$ cat config.mk
export PLATFORM = sky130hd
export DESIGN_NAME = sel_upd_ctrl_flat
export DESIGN_NICKNAME = d
export VERILOG_FILES = /design/src/rtl/sel_upd_ctrl_if.sv /design/src/rtl/sel_upd_ctrl.sv /design/src/flat_wrapper.sv
export SDC_FILE = /design/constraint.sdc
export NUM_CORES = 1
export LEC_CHECK = 0
export CORE_UTILIZATION = 62
export CTS_CLUSTER_DIAMETER = 150
export CTS_CLUSTER_SIZE = 20
export DETAILED_ROUTE_END_ITERATION = 8
export GPL_TIMING_DRIVEN = 1
export PLACE_DENSITY = 0.88
export SKIP_CTS_REPAIR_TIMING = 1
export SYNTH_ARGS = -nofsm -noshare
export SYNTH_HDL_FRONTEND = slang
export SYNTH_SLANG_ARGS = --single-unit
$ cat constraint.sdc
create_clock -name clk -period 5.8 [get_ports clk]
set_input_delay 1.16 -clock clk [delete_from_list [all_inputs] [get_ports clk]]
set_output_delay 1.16 -clock clk [all_outputs]
set_load 0.02 [all_outputs]
$ cat src/rtl/sel_upd_ctrl_if.sv
// Signal bundle between the fetch-side predictors, the chooser controller and sel_tab.
// The controller owns the slave view; the surrounding environment uses the master view.
interface sel_upd_ctrl_if #(
  parameter int IDX_W = 10,
  parameter int DEPTH = 8
);
  localparam int CNT_W = $clog2(DEPTH) + 1;

  // Predict path
  logic             pred_valid;
  logic             pred_ready;
  logic [IDX_W-1:0] pred_idx;
  logic             p_local;
  logic             p_global;
  logic             final_vld;
  logic             final_pred;

  // Resolve path
  logic             res_valid;
  logic             res_ready;
  logic             res_taken;
  logic             flush;
  logic [CNT_W-1:0] q_count;

  // sel_tab access
  logic [IDX_W-1:0] addr;
  logic             up_en;
  logic [1:0]       up_data;
  logic [1:0]       rd_data;

  modport slave (
    input  pred_valid, pred_idx, p_local, p_global,
    input  res_valid, res_taken, flush, rd_data,
    output pred_ready, final_vld, final_pred,
    output res_ready, q_count, addr, up_en, up_data
  );

  modport master (
    output pred_valid, pred_idx, p_local, p_global,
    output res_valid, res_taken, flush, rd_data,
    input  pred_ready, final_vld, final_pred,
    input  res_ready, q_count, addr, up_en, up_data
  );
endinterface

$ cat src/rtl/sel_upd_ctrl.sv
// Tournament chooser control: selects local/global prediction from sel_tab, queues in-flight
// branches, and read-modify-writes the 2-bit chooser counter when the oldest branch resolves.
//
// Handshake: a transfer happens on a rising edge where valid && ready; ready depends on
// valid-independent state only plus the priority rule (resolve wins over predict), and a
// flush in the same cycle withdraws both readies so the flush alone takes effect.
module sel_upd_ctrl #(
  parameter int IDX_W = 10,
  parameter int DEPTH = 8
) (
  input  logic          clk,
  input  logic          reset,
  sel_upd_ctrl_if.slave bus,
  output logic [1:0]    dbg_state_o
);

  localparam int PTR_W = $clog2(DEPTH);
  localparam int CNT_W = PTR_W + 1;
  localparam int REC_W = IDX_W + 2;

  typedef enum logic [1:0] {
    IDLE = 2'd0,
    RD   = 2'd1,
    WR   = 2'd2
  } state_e;

  state_e           state_q, state_d;

  // Record layout: {idx, local_dir, global_dir}
  logic [REC_W-1:0] mem_q [DEPTH];
  logic [PTR_W-1:0] wr_ptr_q, rd_ptr_q;
  logic [CNT_W-1:0] count_q;

  logic [IDX_W-1:0] upd_idx_q;
  logic             upd_l_q, upd_g_q, taken_q;
  logic [1:0]       ctr_q;
  logic             final_vld_q, final_pred_q;

  logic             push, pop, empty, full;
  logic [REC_W-1:0] head;
  logic [IDX_W-1:0] head_idx;
  logic             head_l, head_g;
  logic [1:0]       new_ctr;
  logic [IDX_W-1:0] addr;
  logic             pred_ready, res_ready, up_en;
  logic [1:0]       up_data;

  assign empty    = (count_q == '0);
  assign full     = (count_q == CNT_W'(DEPTH));
  assign head     = mem_q[rd_ptr_q];
  assign head_idx = head[REC_W-1:2];
  assign head_l   = head[1];
  assign head_g   = head[0];

  // Only reached when the two predictors disagreed, so exactly one of them was right.
  always_comb begin
    new_ctr = ctr_q;
    if (upd_g_q == taken_q) begin
      if (ctr_q != 2'b11) new_ctr = ctr_q + 2'd1;
    end else begin
      if (ctr_q != 2'b00) new_ctr = ctr_q - 2'd1;
    end
  end

  always_comb begin
    state_d    = state_q;
    addr       = bus.pred_idx;
    pred_ready = 1'b0;
    res_ready  = 1'b0;
    push       = 1'b0;
    pop        = 1'b0;
    up_en      = 1'b0;
    up_data    = 2'b00;
    case (state_q)
      IDLE: begin
        addr = bus.pred_idx;
        if (!bus.flush) begin
          if (bus.res_valid && !empty) begin
            res_ready = 1'b1;
            pop       = 1'b1;
            if (head_l != head_g) state_d = RD;
          end else if (bus.pred_valid && !full) begin
            pred_ready = 1'b1;
            push       = 1'b1;
          end
        end
      end
      RD: begin
        addr    = upd_idx_q;
        state_d = bus.flush ? IDLE : WR;
      end
      WR: begin
        // The write in flight is allowed to finish even under flush.
        addr    = upd_idx_q;
        up_en   = 1'b1;
        up_data = new_ctr;
        state_d = IDLE;
      end
      default: state_d = IDLE;
    endcase
  end

  always_ff @(posedge clk) begin
    if (push) mem_q[wr_ptr_q] <= {bus.pred_idx, bus.p_local, bus.p_global};
  end

  always_ff @(posedge clk) begin
    if (!reset) begin
      state_q      <= IDLE;
      wr_ptr_q     <= '0;
      rd_ptr_q     <= '0;
      count_q      <= '0;
      upd_idx_q    <= '0;
      upd_l_q      <= 1'b0;
      upd_g_q      <= 1'b0;
      taken_q      <= 1'b0;
      ctr_q        <= 2'b00;
      final_vld_q  <= 1'b0;
      final_pred_q <= 1'b0;
    end else begin
      state_q     <= state_d;
      final_vld_q <= push;
      if (push) final_pred_q <= bus.rd_data[1] ? bus.p_global : bus.p_local;

      if (bus.flush) begin
        wr_ptr_q <= '0;
        rd_ptr_q <= '0;
        count_q  <= '0;
      end else if (push) begin
        wr_ptr_q <= wr_ptr_q + PTR_W'(1);
        count_q  <= count_q + CNT_W'(1);
      end else if (pop) begin
        rd_ptr_q <= rd_ptr_q + PTR_W'(1);
        count_q  <= count_q - CNT_W'(1);
      end

      if (pop) begin
        upd_idx_q <= head_idx;
        upd_l_q   <= head_l;
        upd_g_q   <= head_g;
        taken_q   <= bus.res_taken;
      end

      if (state_q == RD) ctr_q <= bus.rd_data;
    end
  end

  assign bus.pred_ready = pred_ready;
  assign bus.res_ready  = res_ready;
  assign bus.final_vld  = final_vld_q;
  assign bus.final_pred = final_pred_q;
  assign bus.q_count    = count_q;
  assign bus.addr       = addr;
  assign bus.up_en      = up_en;
  assign bus.up_data    = up_data;
  assign dbg_state_o    = state_q;

endmodule
$ cat src/flat_wrapper.sv
// flat-port wrapper written by rule: the top's interface ports become plain ports
module sel_upd_ctrl_flat 
#(
  parameter int IDX_W = 10,
  parameter int DEPTH = 8
)
  (clk, reset, dbg_state_o, bus_pred_valid, bus_pred_idx, bus_p_local, bus_p_global, bus_res_valid, bus_res_taken, bus_flush, bus_rd_data, bus_pred_ready, bus_final_vld, bus_final_pred, bus_res_ready, bus_q_count, bus_addr, bus_up_en, bus_up_data);
  sel_upd_ctrl_if #(.IDX_W(IDX_W), .DEPTH(DEPTH)) bus_i ();
  input  logic clk;
  input  logic reset;
  output logic [1:0] dbg_state_o;
  input wire logic [$bits(bus_i.pred_valid)-1:0] bus_pred_valid;
  input wire logic [$bits(bus_i.pred_idx)-1:0] bus_pred_idx;
  input wire logic [$bits(bus_i.p_local)-1:0] bus_p_local;
  input wire logic [$bits(bus_i.p_global)-1:0] bus_p_global;
  input wire logic [$bits(bus_i.res_valid)-1:0] bus_res_valid;
  input wire logic [$bits(bus_i.res_taken)-1:0] bus_res_taken;
  input wire logic [$bits(bus_i.flush)-1:0] bus_flush;
  input wire logic [$bits(bus_i.rd_data)-1:0] bus_rd_data;
  output wire logic [$bits(bus_i.pred_ready)-1:0] bus_pred_ready;
  output wire logic [$bits(bus_i.final_vld)-1:0] bus_final_vld;
  output wire logic [$bits(bus_i.final_pred)-1:0] bus_final_pred;
  output wire logic [$bits(bus_i.res_ready)-1:0] bus_res_ready;
  output wire logic [$bits(bus_i.q_count)-1:0] bus_q_count;
  output wire logic [$bits(bus_i.addr)-1:0] bus_addr;
  output wire logic [$bits(bus_i.up_en)-1:0] bus_up_en;
  output wire logic [$bits(bus_i.up_data)-1:0] bus_up_data;
  assign bus_i.pred_valid = bus_pred_valid;
  assign bus_i.pred_idx = bus_pred_idx;
  assign bus_i.p_local = bus_p_local;
  assign bus_i.p_global = bus_p_global;
  assign bus_i.res_valid = bus_res_valid;
  assign bus_i.res_taken = bus_res_taken;
  assign bus_i.flush = bus_flush;
  assign bus_i.rd_data = bus_rd_data;
  assign bus_pred_ready = bus_i.pred_ready;
  assign bus_final_vld = bus_i.final_vld;
  assign bus_final_pred = bus_i.final_pred;
  assign bus_res_ready = bus_i.res_ready;
  assign bus_q_count = bus_i.q_count;
  assign bus_addr = bus_i.addr;
  assign bus_up_en = bus_i.up_en;
  assign bus_up_data = bus_i.up_data;
  sel_upd_ctrl #(.IDX_W(IDX_W), .DEPTH(DEPTH)) u_core (.clk(clk), .reset(reset), .bus(bus_i), .dbg_state_o(dbg_state_o));
endmodule
======== Word level (Yosys, flattened, before mapping) ========
Memory sizes are Yosys's and may differ from the RTL's. A register that Yosys moved wholly into a read port is not among the register bits.
Index checks and enable logic that the tools add are counted.
word-level totals
  register bits after elaboration ......... 28
  memory bits (writable) .................. 96
  bits of input ports ..................... 20
  word-level logic and storage cells ...... 65
  memories kept ........................... 1
operators by class
  add/sub/neg operators ................... 6
  equality and inequality tests ........... 9
  mux-type cells .......................... 25
  bitwise operators ....................... 2
  reductions and logical operators ........ 12
memories
  name          words  width  read ports  clocked after Yosys merged registers in  wr ports  RTL line            text
  u_core.mem_q  8      12     1           1                                        1         sel_upd_ctrl.sv:30  logic [REC_W-1:0] mem_q [DEPTH];
operators by type and width
  kind                 count
  $mux 2               8
  $mux 1               11
  $mux 10              1
  $mux 4               2
  $add 3x1->3 const B  2
  $mux 3               2
  $add 4x1->4 const B  1
  $eq 4x4->1 const B   1
  $logic_not 4->1      1
  $ne 2x1->1 const B   2
  $ne 2x2->1 const B   2
  $pmux 2 s2           1
  $reduce_bool 2->1    2
  $reduce_or 2->1      2
  $sub 4x1->4 const B  1
  $reduce_and 3->1     1
  $add 2x1->2 const B  1
  $eq 2x1->1 const B   1
  $eq 2x2->1 const B   1
  $logic_and 1x1->1    2
  $logic_not 1->1      2
  $logic_not 2->1      1
  $not 1->1            2
  $reduce_and 2->1     1
  3 further kinds      3

======== Logic depth before layout (Yosys ltp) ========
  word-level depth ........................ 11
  gate-level depth with buffers ........... 12

======== Least setup slack after synthesis ========
OpenSTA, ideal clock, no wires.
  path kind ............................... input-to-reg
  from .................................... in bus_flush
  to ...................................... mem u_core.mem_q[2][0] in the netlist's numbering, enable pin
  data arrival time ....................... 3,270 ps
  data required time ...................... 5,383 ps
  slack ................................... 2,113 ps
  stages .................................. 5
  buffers on the path ..................... 1
  cells stage by stage .................... nand3b_1 -> a211oi_1 -> buf_2 -> inv_2 -> nor4b_1
on the way
  word-level cells in the longest chain between the ends .. 4
ends and longest elaborated chain
  what                          RTL line             text
  start, declared               flat_wrapper.sv:18   input wire logic [$bits(bus_i.flush)-1:0] bus_flush;
  $mux 1 (2 in series)          -
  via bus_pred_ready            flat_wrapper.sv:20   output wire logic [$bits(bus_i.pred_ready)-1:0] bus_pred_ready;
  $mux 1                        sel_upd_ctrl.sv:104  if (push) mem_q[wr_ptr_q] <= {bus.pred_idx, bus.p_local, bus.p_global};
  $mux 1 (implied by the code)  sel_upd_ctrl.sv:104
  end, declared                 sel_upd_ctrl.sv:30
The timed path passes the listed nets, and every way through them passes these cells.

======== Worst setup path in the final report ========
  from .................................... in bus_flush
  to ...................................... out bus_pred_ready
on the way
  word-level cells in the longest chain between the ends .. 2
ends and longest elaborated chain
  what           RTL line            text
  $mux 1         sel_upd_ctrl.sv:77  if (!bus.flush) begin
  $mux 1         sel_upd_ctrl.sv:74  case (state_q)
  end, declared  flat_wrapper.sv:20
Every way passes these cells.

==> results.md <==
- Worst clock skew: 7.19 ps
- Clock sink total: 127
- Post-layout util: 80.1%
- Min Tclk post-route: 4030 ps
- Startpoint Class: primary input
- DR pass1 iterations: 4
- Antenna cells: 0
- Avg Synthesized Cell Area: 17.5 sq um
- Routed vias: 2866
- Die H: 92.7 um
- Antenna Nets Post-Route: 0
- Register area share after synthesis: 68.7%
- Most frequent cells in the layout: edfxtp_1 (96), clkdlybuf4s50_1 (42), dfxtp_1 (31), mux4_2 (24), mux2i_1 (19)
- Min-Delay Path Depth: 1
- Syn nets: 320
- Largest net degree at the start of global routing: 29
- Crit Path Max Fanout: 11
- Most used DFF post-synth: edfxtp_1
- DR WL met3: 601 um
- Slowest stage delay, CP: 620 ps
- Critical Path AT: 2870 ps
- Setup violators final: 0
- Total GRT Usage: 27.6%
- Post-DP Area: 5690 sq um
- Outcome: finished clean
- Final Hold Fails: 0
- Leakage: 2.20 nW
- Seq cells post-synth: 127
- Crit. End Element: output pin
- Layout cells sized above 1: 23.8%
- Setup TNS: 0 ps
- Most common cell after layout, fill and taps aside: edfxtp_1
- Synth cell types: 39
- Wire length on met1: 4180 um
- CTS Buf Count: 17
- Synth async-reset ratio: 0%
- Max cap viols: 0
- WL final: 10600 um
- Least-Margin Pin Slew: 1210 ps
- Worst VDD drop: 0.312 mV
- Starting Density: 64.9%
- Mapped Area: 5100 sq um
- Critical path class: in -> out
- CTS tree: yes
- CTS Root Cell: clkbuf_8
- Max-slew headroom: 19.5%
- Sequential cell area: 3500 sq um
- Fin crit share: 69.5%
- Post-synth EDFFs: 96
- Vias in the first global route: 2933
- Fmax: 248 MHz
- RSZ-0062 raised after global routing: no
- Critical Path, Cell by Cell: clkdlybuf4s50_1, nand3b_1, a211oi_1, buf_4, clkdlybuf4s50_1
- Chip width: 92.7 um
- Design area: 6280 sq um
- Reg2reg path depth: 8
- Drt wl/cell: 22.9 um
- Syn. warnings: 0
- Worst-Skew Late Latency: 520 ps
- # IOs: 43
- H-tree depth: 4
- Met2 routed WL: 5590 um
- RePlAce Congestion: 0.724
- Final cell count without fillers: 463
- Placed insts: 431
- Worst path required time: 4640 ps
- # DRC: 0
- HPWL Detailed: 5880 um
- Fill count: 408
- DIE AREA: 8590 sq um
- Syn Inst Count: 292
- Hold/Removal Path Class: reg -> reg
- Clock tree buffer depth: 2
- Clock transition at the registers of the reported paths: 60 ps
- Area Overhead vs Synth: 23.3%
- Cell with the most instances on the worst path: clkdlybuf4s50_1
- Multi-input logic area: 1540 sq um
- Number of port buffers: 42
- Uppermost layer routed: met4
- Core area: 7850 sq um
- Initial DRC Count: 218
- Slowest stage cell, crit path: clkdlybuf4s50_1
- Vias per Instance: 6.19
- Layout Nets: 376
- Antenna violations before repair: 0
- PD cells: 347 nW/um^2
- Pins Over Slew Limit: 0
- Tot Pwr: 0.00218 W
- Total grt overflow: 0
- # rows: 32
- First-pass GRT wire length: 16300 um
## sequential cells by signal (all words and copies together) (netlist names), 2 cells and up, named ones only
signal	cells
u_core.wr_ptr_q	3
u_core.bus.q_count	4
u_core.rd_ptr_q	3
u_core.upd_idx_q	10
u_core.dbg_state_o	2
u_core.mem_q	96
u_core.ctr_q	2
## through the flow
step / worst slack, ps / hold slack [ps]
finish: 1770 / 496
global route: 1720 / 511
CTS: 1770 / 498
detailed placement: 1790 / 484
global placement: 1800 / 475
floorplan: 2110 / 467
## metal layers
layer | GRT usage, % | vias up
met2 | 45.7 | 119
met1 | 34.6 | 1468
met4 | 11.3 | 0
li1 | - | 1254
met5 | 0 | -
met3 | 7.72 | 25
## area by class of cell
| type | count | area share [%] |
|---|---|---|
| Clock buffer | 18 | 6.81 |
| Clock inverter | 14 | 2.63 |
| Inverter | 4 | 0.239 |
| Multi-Input combinational cell | 144 | 24.4 |
| Sequential cell | 127 | 55.7 |
| Tap cell | 102 | 2.03 |
| Timing Repair Buffer | 54 | 8.12 |
## worst max-delay path: cells and delay by family
family,cells,cell delay [ps]
buf+inv,3,1330
simple gates,1,200
compound gates,1,190
## cells in the mapped netlist, types with 2 or more instances
cell,instances,area (sq um)
a211oi_1,2,15.0
and2_1,2,12.5
buf_1,4,15.0
buf_2,4,20.0
clkbuf_1,8,30.0
dfxtp_1,31,621
edfxtp_1,96,2880
ha_1,7,87.6
inv_1,3,11.3
mux2_2,10,113
mux2i_1,19,190
mux4_2,24,541
nand2_1,17,63.8
nand3b_1,2,15.0
nor2_1,12,45.0
nor2b_1,3,18.8
nor3_1,4,20.0
nor3b_1,3,22.5
nor4b_1,2,17.5
o211a_1,13,130
xnor2_1,6,52.6
xor2_1,3,26.3
## final timing paths
| kind | startpoint | end | slack, ps |
|---|---|---|---|
| min | u_core.upd_idx_q[1] | u_core.upd_idx_q[1] | 500 |
| min reg2reg | u_core.upd_idx_q[1] | u_core.upd_idx_q[1] | 500 |
| max | bus_flush | bus_pred_ready | 1770 |
| max reg2reg | u_core.dbg_state_o[0] | u_core.mem_q[5][8] | 3260 |
## kinds of logic after synthesis
family                   after synthesis  share of synthesized area [%]
multiplexers                          54                           16.8
buffers and inverters                 21                           1.79
flip-flops                           127                           68.7
XOR/XNOR                               9                           1.55
AND/OR/NAND/NOR                       49                           4.69
adder cells (fa/ha/maj)                9                           2.31
AO/OA/AOI/OAI                         23                           4.10
## report_power, final
part           internal (W)  switching (W)
registers          0.000992      0.0000105
logic             0.0000613      0.0000644
clock network      0.000665       0.000388
No activity file was read; power rests on OpenSTA's default activity.
